`src/rtl/fg_cfg_pkg.sv`:
```
// Shared definitions for the configuration register bank: default reset
// image, commit-address helper and the commit FSM state encoding.
package fg_cfg_pkg;

    // Register 0 lives in the most significant byte.
    localparam logic [55:0] FG_CFG_RESET_VALUES = 56'h49050000003200;

    typedef enum logic {
        IDLE    = 1'b0,
        PENDING = 1'b1
    } fg_state_e;

    // The all-ones address is reserved as the commit command.
    function automatic int unsigned commit_addr(input int unsigned addr_w);
        return (32'd1 << addr_w) - 32'd1;
    endfunction

endpackage

```
`src/rtl/fg_edge_sync.sv`:
```
// Multi-stage synchroniser for an active-low asynchronous input with a
// falling-edge detector on the synchronised output. All flops reset to 1 so
// that releasing reset never looks like an asserted strobe.
module fg_edge_sync #(
    parameter int unsigned STAGES = 2
) (
    input  logic clk_i,
    input  logic rst_i,
    input  logic async_i,
    output logic sync_o,
    output logic fall_o
);

    logic [STAGES-1:0] sync_q, sync_d;
    logic              prev_q, prev_d;

    // Shift the pin through the synchroniser chain and remember the last output.
    always_comb begin
        sync_d    = sync_q;
        sync_d[0] = async_i;
        for (int i = 1; i < int'(STAGES); i++) begin
            sync_d[i] = sync_q[i-1];
        end
        prev_d = sync_q[STAGES-1];
    end

    // Synchroniser and edge-history registers.
    always_ff @(posedge clk_i) begin
        if (rst_i) begin
            sync_q <= '1;
            prev_q <= 1'b1;
        end else begin
            sync_q <= sync_d;
            prev_q <= prev_d;
        end
    end

    assign sync_o = sync_q[STAGES-1];
    assign fall_o = prev_q & ~sync_q[STAGES-1];

endmodule

```
`src/rtl/fg_config_regbank.sv`:
```
// Double-buffered configuration register bank for the frequency generator.
// Writes arrive over an asynchronous strobe interface into a shadow bank; a
// write to the all-ones address commits the shadow bank, which is copied into
// the active bank when the generator is stopped or at a period boundary.
// Optional readback of the shadow bank: define FG_CFG_READBACK_EN.
//
// state   | meaning
// IDLE    | no commit outstanding
// PENDING | commit received, waiting for run_i=0 or boundary_i=1
module fg_config_regbank
    import fg_cfg_pkg::*;
#(
    parameter int unsigned                NUM_REGS     = 7,
    parameter int unsigned                DATA_W       = 8,
    parameter int unsigned                ADDR_W       = 3,
    parameter int unsigned                SYNC_STAGES  = 2,
    parameter logic [NUM_REGS*DATA_W-1:0] RESET_VALUES = FG_CFG_RESET_VALUES
) (
    input  logic                       clk_i,
    input  logic                       rst_i,
    input  logic [DATA_W-1:0]          data_i,
    input  logic [ADDR_W-1:0]          addr_i,
    input  logic                       wr_n_i,
    input  logic                       cs_n_i,
    input  logic                       run_i,
    input  logic                       boundary_i,
    output logic [NUM_REGS*DATA_W-1:0] cfg_bus_o,
    output logic                       pending_o,
    output logic                       cfg_update_o,
    output logic                       err_o
`ifdef FG_CFG_READBACK_EN
    ,
    output logic [DATA_W-1:0]          rd_data_o
`endif
);

    localparam logic [ADDR_W-1:0] NUM_REGS_A = ADDR_W'(NUM_REGS);
    localparam logic [ADDR_W-1:0] COMMIT_A   = ADDR_W'(commit_addr(ADDR_W));

    logic wr_sync, wr_fall, cs_sync, cs_fall, cs_active, wr_evt;

    fg_edge_sync #(.STAGES(SYNC_STAGES + 1)) u_wr_sync (
        .clk_i  (clk_i),
        .rst_i  (rst_i),
        .async_i(wr_n_i),
        .sync_o (wr_sync),
        .fall_o (wr_fall)
    );

    fg_edge_sync #(.STAGES(SYNC_STAGES)) u_cs_sync (
        .clk_i  (clk_i),
        .rst_i  (rst_i),
        .async_i(cs_n_i),
        .sync_o (cs_sync),
        .fall_o (cs_fall)
    );

    // Select is active from its synchronised falling edge onward.
    assign cs_active = ~cs_sync | cs_fall;
    assign wr_evt    = wr_fall & cs_active;

    fg_state_e         state_q, state_d;
    logic              evt_q, evt_d;
    logic [ADDR_W-1:0] evt_addr_q, evt_addr_d;
    logic [DATA_W-1:0] evt_data_q, evt_data_d;
    logic [DATA_W-1:0] shadow_q [NUM_REGS];
    logic [DATA_W-1:0] shadow_d [NUM_REGS];
    logic [DATA_W-1:0] active_q [NUM_REGS];
    logic [DATA_W-1:0] active_d [NUM_REGS];
    logic              update_q, update_d;
    logic              err_q, err_d;
    logic              do_write, do_commit, do_err;

    // Decode the registered write event, update shadow bank and run the commit FSM.
    always_comb begin
        evt_d      = wr_evt;
        evt_addr_d = wr_evt ? addr_i : evt_addr_q;
        evt_data_d = wr_evt ? data_i : evt_data_q;

        do_write  = evt_q && (evt_addr_q < NUM_REGS_A);
        do_commit = evt_q && (evt_addr_q == COMMIT_A);
        do_err    = evt_q && !do_write && !do_commit;

        shadow_d = shadow_q;
        for (int i = 0; i < int'(NUM_REGS); i++) begin
            if (do_write && evt_addr_q == ADDR_W'(i)) begin
                shadow_d[i] = evt_data_q;
            end
        end

        active_d = active_q;
        state_d  = state_q;
        update_d = 1'b0;
        err_d    = err_q | do_err;

        case (state_q)
            IDLE: begin
                if (do_commit) state_d = PENDING;
            end
            PENDING: begin
                // Copy uses the pre-write shadow; a concurrent write waits for the next commit.
                if (!run_i || boundary_i) begin
                    active_d = shadow_q;
                    update_d = 1'b1;
                    state_d  = IDLE;
                end
            end
            default: state_d = IDLE;
        endcase
    end

    // State, event capture and both register banks.
    always_ff @(posedge clk_i) begin
        if (rst_i) begin
            state_q    <= IDLE;
            evt_q      <= 1'b0;
            evt_addr_q <= '0;
            evt_data_q <= '0;
            update_q   <= 1'b0;
            err_q      <= 1'b0;
            for (int i = 0; i < int'(NUM_REGS); i++) begin
                shadow_q[i] <= RESET_VALUES[(int'(NUM_REGS) - 1 - i) * int'(DATA_W) +: DATA_W];
                active_q[i] <= RESET_VALUES[(int'(NUM_REGS) - 1 - i) * int'(DATA_W) +: DATA_W];
            end
        end else begin
            state_q    <= state_d;
            evt_q      <= evt_d;
            evt_addr_q <= evt_addr_d;
            evt_data_q <= evt_data_d;
            update_q   <= update_d;
            err_q      <= err_d;
            shadow_q   <= shadow_d;
            active_q   <= active_d;
        end
    end

    // Flatten the active bank, register 0 in the MSBs.
    always_comb begin
        cfg_bus_o = '0;
        for (int i = 0; i < int'(NUM_REGS); i++) begin
            cfg_bus_o[(int'(NUM_REGS) - 1 - i) * int'(DATA_W) +: DATA_W] = active_q[i];
        end
    end

    assign pending_o    = (state_q == PENDING);
    assign cfg_update_o = update_q;
    assign err_o        = err_q;

`ifdef FG_CFG_READBACK_EN
    logic [ADDR_W-1:0] rd_addr_q, rd_addr_d;
    logic [DATA_W-1:0] rd_data_q, rd_data_d;

    // Latch the read address on select assertion and register the shadow value.
    always_comb begin
        rd_addr_d = cs_fall ? addr_i : rd_addr_q;
        rd_data_d = '0;
        for (int i = 0; i < int'(NUM_REGS); i++) begin
            if (rd_addr_q == ADDR_W'(i)) rd_data_d = shadow_q[i];
        end
    end

    // Readback address and data registers.
    always_ff @(posedge clk_i) begin
        if (rst_i) begin
            rd_addr_q <= '0;
            rd_data_q <= '0;
        end else begin
            rd_addr_q <= rd_addr_d;
            rd_data_q <= rd_data_d;
        end
    end

    assign rd_data_o = rd_data_q;
`endif

endmodule

```
`config.mk`:
```
export PLATFORM = sky130hd
export DESIGN_NAME = fg_config_regbank
export DESIGN_NICKNAME = d
export VERILOG_FILES = /design/src/rtl/fg_cfg_pkg.sv /design/src/rtl/fg_edge_sync.sv /design/src/rtl/fg_config_regbank.sv
export SDC_FILE = /design/constraint.sdc
export NUM_CORES = 1
export LEC_CHECK = 0
export BUFFER_PORTS_ARGS = -buffer_cell sky130_fd_sc_hd__buf_4
export CAP_MARGIN = 20
export CORE_ASPECT_RATIO = 0.6
export CORE_UTILIZATION = 50
export DETAILED_ROUTE_END_ITERATION = 6
export PLACE_DENSITY = 0.86
export SETUP_SLACK_MARGIN = 0.4
export SYNTH_ARGS = -nofsm -noshare
export SYNTH_HDL_FRONTEND = slang
export SYNTH_HIERARCHICAL = 1
export SYNTH_SLANG_ARGS = --single-unit
```
`constraint.sdc`:
```
create_clock -name clk_i -period 1.3 [get_ports clk_i]
set_input_delay 0.065 -clock clk_i [delete_from_list [all_inputs] [get_ports clk_i]]
set_output_delay 0.065 -clock clk_i [all_outputs]
set_load 0.05 [all_outputs]
```
==> qor.txt <==
Reg power frac: 0.455
Cells along the critical path: nor4b_4, buf_6, mux2i_1, nor2_1
Worst Path Arrival: 1.70 ns
Final worst setup slack: -0.110 ns
Core box area: 8750 sq um
GRT Util Overall: 0.322
Unrepaired setup endpoints after global routing: true
Comb pwr share: 0.040
Clk buf depth: 2
Worst Hold Class: in2reg
Routability cong.: 0.785
Share of cells above drive strength 1: 0.482
CP startpoint: evt_addr_q[1]$_SDFFE_PP0P_
Post-DP HPWL: 6.76 mm
Die X-Extent: 126 microns
# setup viols final: 4
Vias in the first global route: 4006
Pre-CTS setup slack: -0.0737 ns
Vias: 4219
Total wire length: 16.6 mm
CP max-delay cell: dfxtp_4
Crit. End Element: flop
Pwr/cell area: 1190 nW/um^2
Initial Utilization: 0.530
Status: finished, violations left
DR iter-0 viols: 426
Cell family with most CP delay: simple AND/OR/NAND/NOR gates
CP peak stage delay: 0.38 ns
CTS clk-pin slew, worst paths: 0.06 ns
Final #Nets: 600
Critical-path maximum fanout: 8
FF+latch count, synth: 134
Peak supply drop: 1010 uV
# rows: 26
Pint: 0.00718 W
CP Buf/Inv Count: 1
CTS tree: yes
Root buf cell: clkbuf_16
Worst slew pin tran: 0.572 ns
Routed Antenna Nets: 0
Syn_nets: 440
Max Slew Vio Count: 0
Synth Area in Compound Gates: 0.144
Post-placement cell area: 5340 sq um
Peak Freq: 0.709 GHz
Initial antenna violation count: 0
Synth top area cells: dfxtp_1 (58%), a22o_1 (9.1%), mux2i_1 (8.2%)
Switching portion of total power: 0.208
Die ar.: 9690 sq um
DIE HEIGHT: 76.6 microns
Worst relative slew slack: 0.618
Synth top area share: 0.578
Period Utilization, post-route: 1.08
Clock Latency Late Sink: 0.42 ns
Clock network power share: 0.506
Share of flip-flops with an asynchronous set or reset: 0
Largest family of logic cells by synthesized area: simple AND/OR/NAND/NOR gates
Num CTS Buffers: 17
Startpoint type of the worst setup path: flop
Pre-antenna DRT Iters: 5
DR DRC count: 0
Sequential fraction of the synthesis area: 0.578
Port bufs: 75
Reg-to-reg startpoint: evt_addr_q[1]$_SDFFE_PP0P_
Pleak: 3.06 nW
Yosys warns: 6
Final hold violation count: 0
N_diodes: 0
Area growth syn-to-layout: 64.2%
Final Critical Period: 1.41 ns
Routed len/inst: 23.5 microns
I/O pin total: 76
First-pass GRT wire length: 23.1 mm
Largest net degree at the start of global routing: 37
Synthesized area per cell: 11.0 sq um
Vias/cell: 5.98
Post-route cell area: 7620 sq um
Post-synthesis mux area share: 0.0819
Library cells used by synthesis: 31
Syn Std Cell Area: 4640 sq um
Yosys top cell by area: dfxtp_1
Crit path kind: reg2reg
Number of synthesized flops with an enable pin: 0
CTS sink cnt: 134
Adder-cell area share of the yosys netlist: 0
Number of max-cap violations: 0
Hold path start: rst_i
Critical path required time: 1.59 ns
# H-tree levels: 4
Simple-gate share of the synthesized area: 0.146
Failing checks: setup timing
Commonest register cell after synthesis: dfxtp_1
Clock Skew: 0.00849 ns
Gate Count Post-Synth: 423
GRT overflow: 0
Synth Area in XOR/XNOR: 0
Switching component of the power: 0.00188 W
## timing repair
item,in CTS,in global routing
buffers inserted,33,22
pin swaps,14,12
hold buffers,13,0
endpoints found under the setup margin,184,185
cloned,13,2
endpoints found under the hold margin,13,0
gates resized for setup,188,66
## cells by family after synthesis
kind of cell,Yosys count
compound gates,89
buf+inv,38
flops,134
mux,38
simple gates,124
## final cells by class
class                      count  area, sq um
sequential                   134         2780
fill                         374         1130
multi-input combinational    251         1870
clock buffer                  24          472
tap                          112          140
inverter                       2         20.0
clock inverter                 5         75.1
timing repair buffer         177         2270
## per-layer routing
metal / track usage / wire length [microns] / up-vias
li1: - / - / 1819
met1: 0.420 / 6710 / 2059
met2: 0.520 / 7690 / 284
met3: 0.0779 / 1640 / 57
met4: 0.113 / 547 / 0
met5: 0 / 0 / -
## synth_stat cells, types with 2 or more instances
library cell,n
dfxtp_1,134
and4b_1,2
or2_1,7
nor2_1,35
nor3_1,8
clkbuf_1,10
buf_2,9
nand2b_1,22
nand3b_1,5
a22o_1,48
mux2i_1,38
buf_6,6
nand4b_1,2
a21oi_1,24
clkbuf_2,3
nand2_1,32
nor2b_1,4
and4bb_2,3
buf_4,8
o21ai_0,5
o22a_1,8
## worst reg2reg max path, cell delays in order (launching register included)
cell and delay [ns]:
dfxtp_4 0.38, nor4b_4 0.35, buf_6 0.20, mux2i_1 0.27
nor2_1 0.09
## power groups by stage
stage | registers (W) | clock network (W) | logic, W
after floorplan | 0.00421 | 0 | 0.000123
after detailed placement | 0.00422 | 0 | 0.000178
after global routing | 0.00412 | 0.00479 | 0.000370
after CTS | 0.00412 | 0.00453 | 0.000327
final | 0.00412 | 0.00458 | 0.000361
after global placement | 0.00422 | 0 | 0.000173
## cell usage in the layout (no fill, tap or decap), types with 5 or more instances in the layout
master and n:
nand3b_1 5, buf_16 13, mux2i_1 35, clkbuf_16 18, dfxtp_4 7, a21oi_2 6
o22a_1 8, nand2b_1 22, clkbuf_1 5, nor2_1 35, or2_1 7, dlygate4sd3_1 13
a21oi_1 18, dfxtp_2 58, a22o_1 48, dfxtp_1 69, buf_12 9, nand2_1 29
buf_4 65, buf_6 15, buf_8 61
## state kept, by name (all words and copies together) (netlist names), 2 cells and up
name	cells
cfg_bus_o	56
evt_addr_q	3
evt_data_q	8
u_wr_sync/sync_q	3
shadow_q	56
u_cs_sync/sync_q	2
## path summary, 6_finish.rpt
path                                                        to  slack, ns  cells after the start
worst max-delay path                 shadow_q[52]$_SDFFE_PP0P_      -0.11                      4
worst min-delay path                 shadow_q[54]$_SDFFE_PP1P_       0.06                      3
worst max register to register       shadow_q[52]$_SDFFE_PP0P_      -0.11                      4
worst min register to register  u_wr_sync/sync_q[2]$_SDFF_PP1_       0.40                      1
## per-stage QoR
step                      utilization  std cells  setup TNS [ns]  power [W]  hold WS [ns]
after floorplan                     -        423               0    0.00433         0.162
after global placement          0.610        593               0    0.00439         0.257
after detailed placement        0.610        593          -0.961    0.00440         0.261
after CTS                       0.818        681               0    0.00898        0.0609
after global routing            0.871        705          -0.569    0.00928        0.0682
final                           0.871        705          -0.196    0.00906        0.0647
Power figures use the tool's default switching activity.
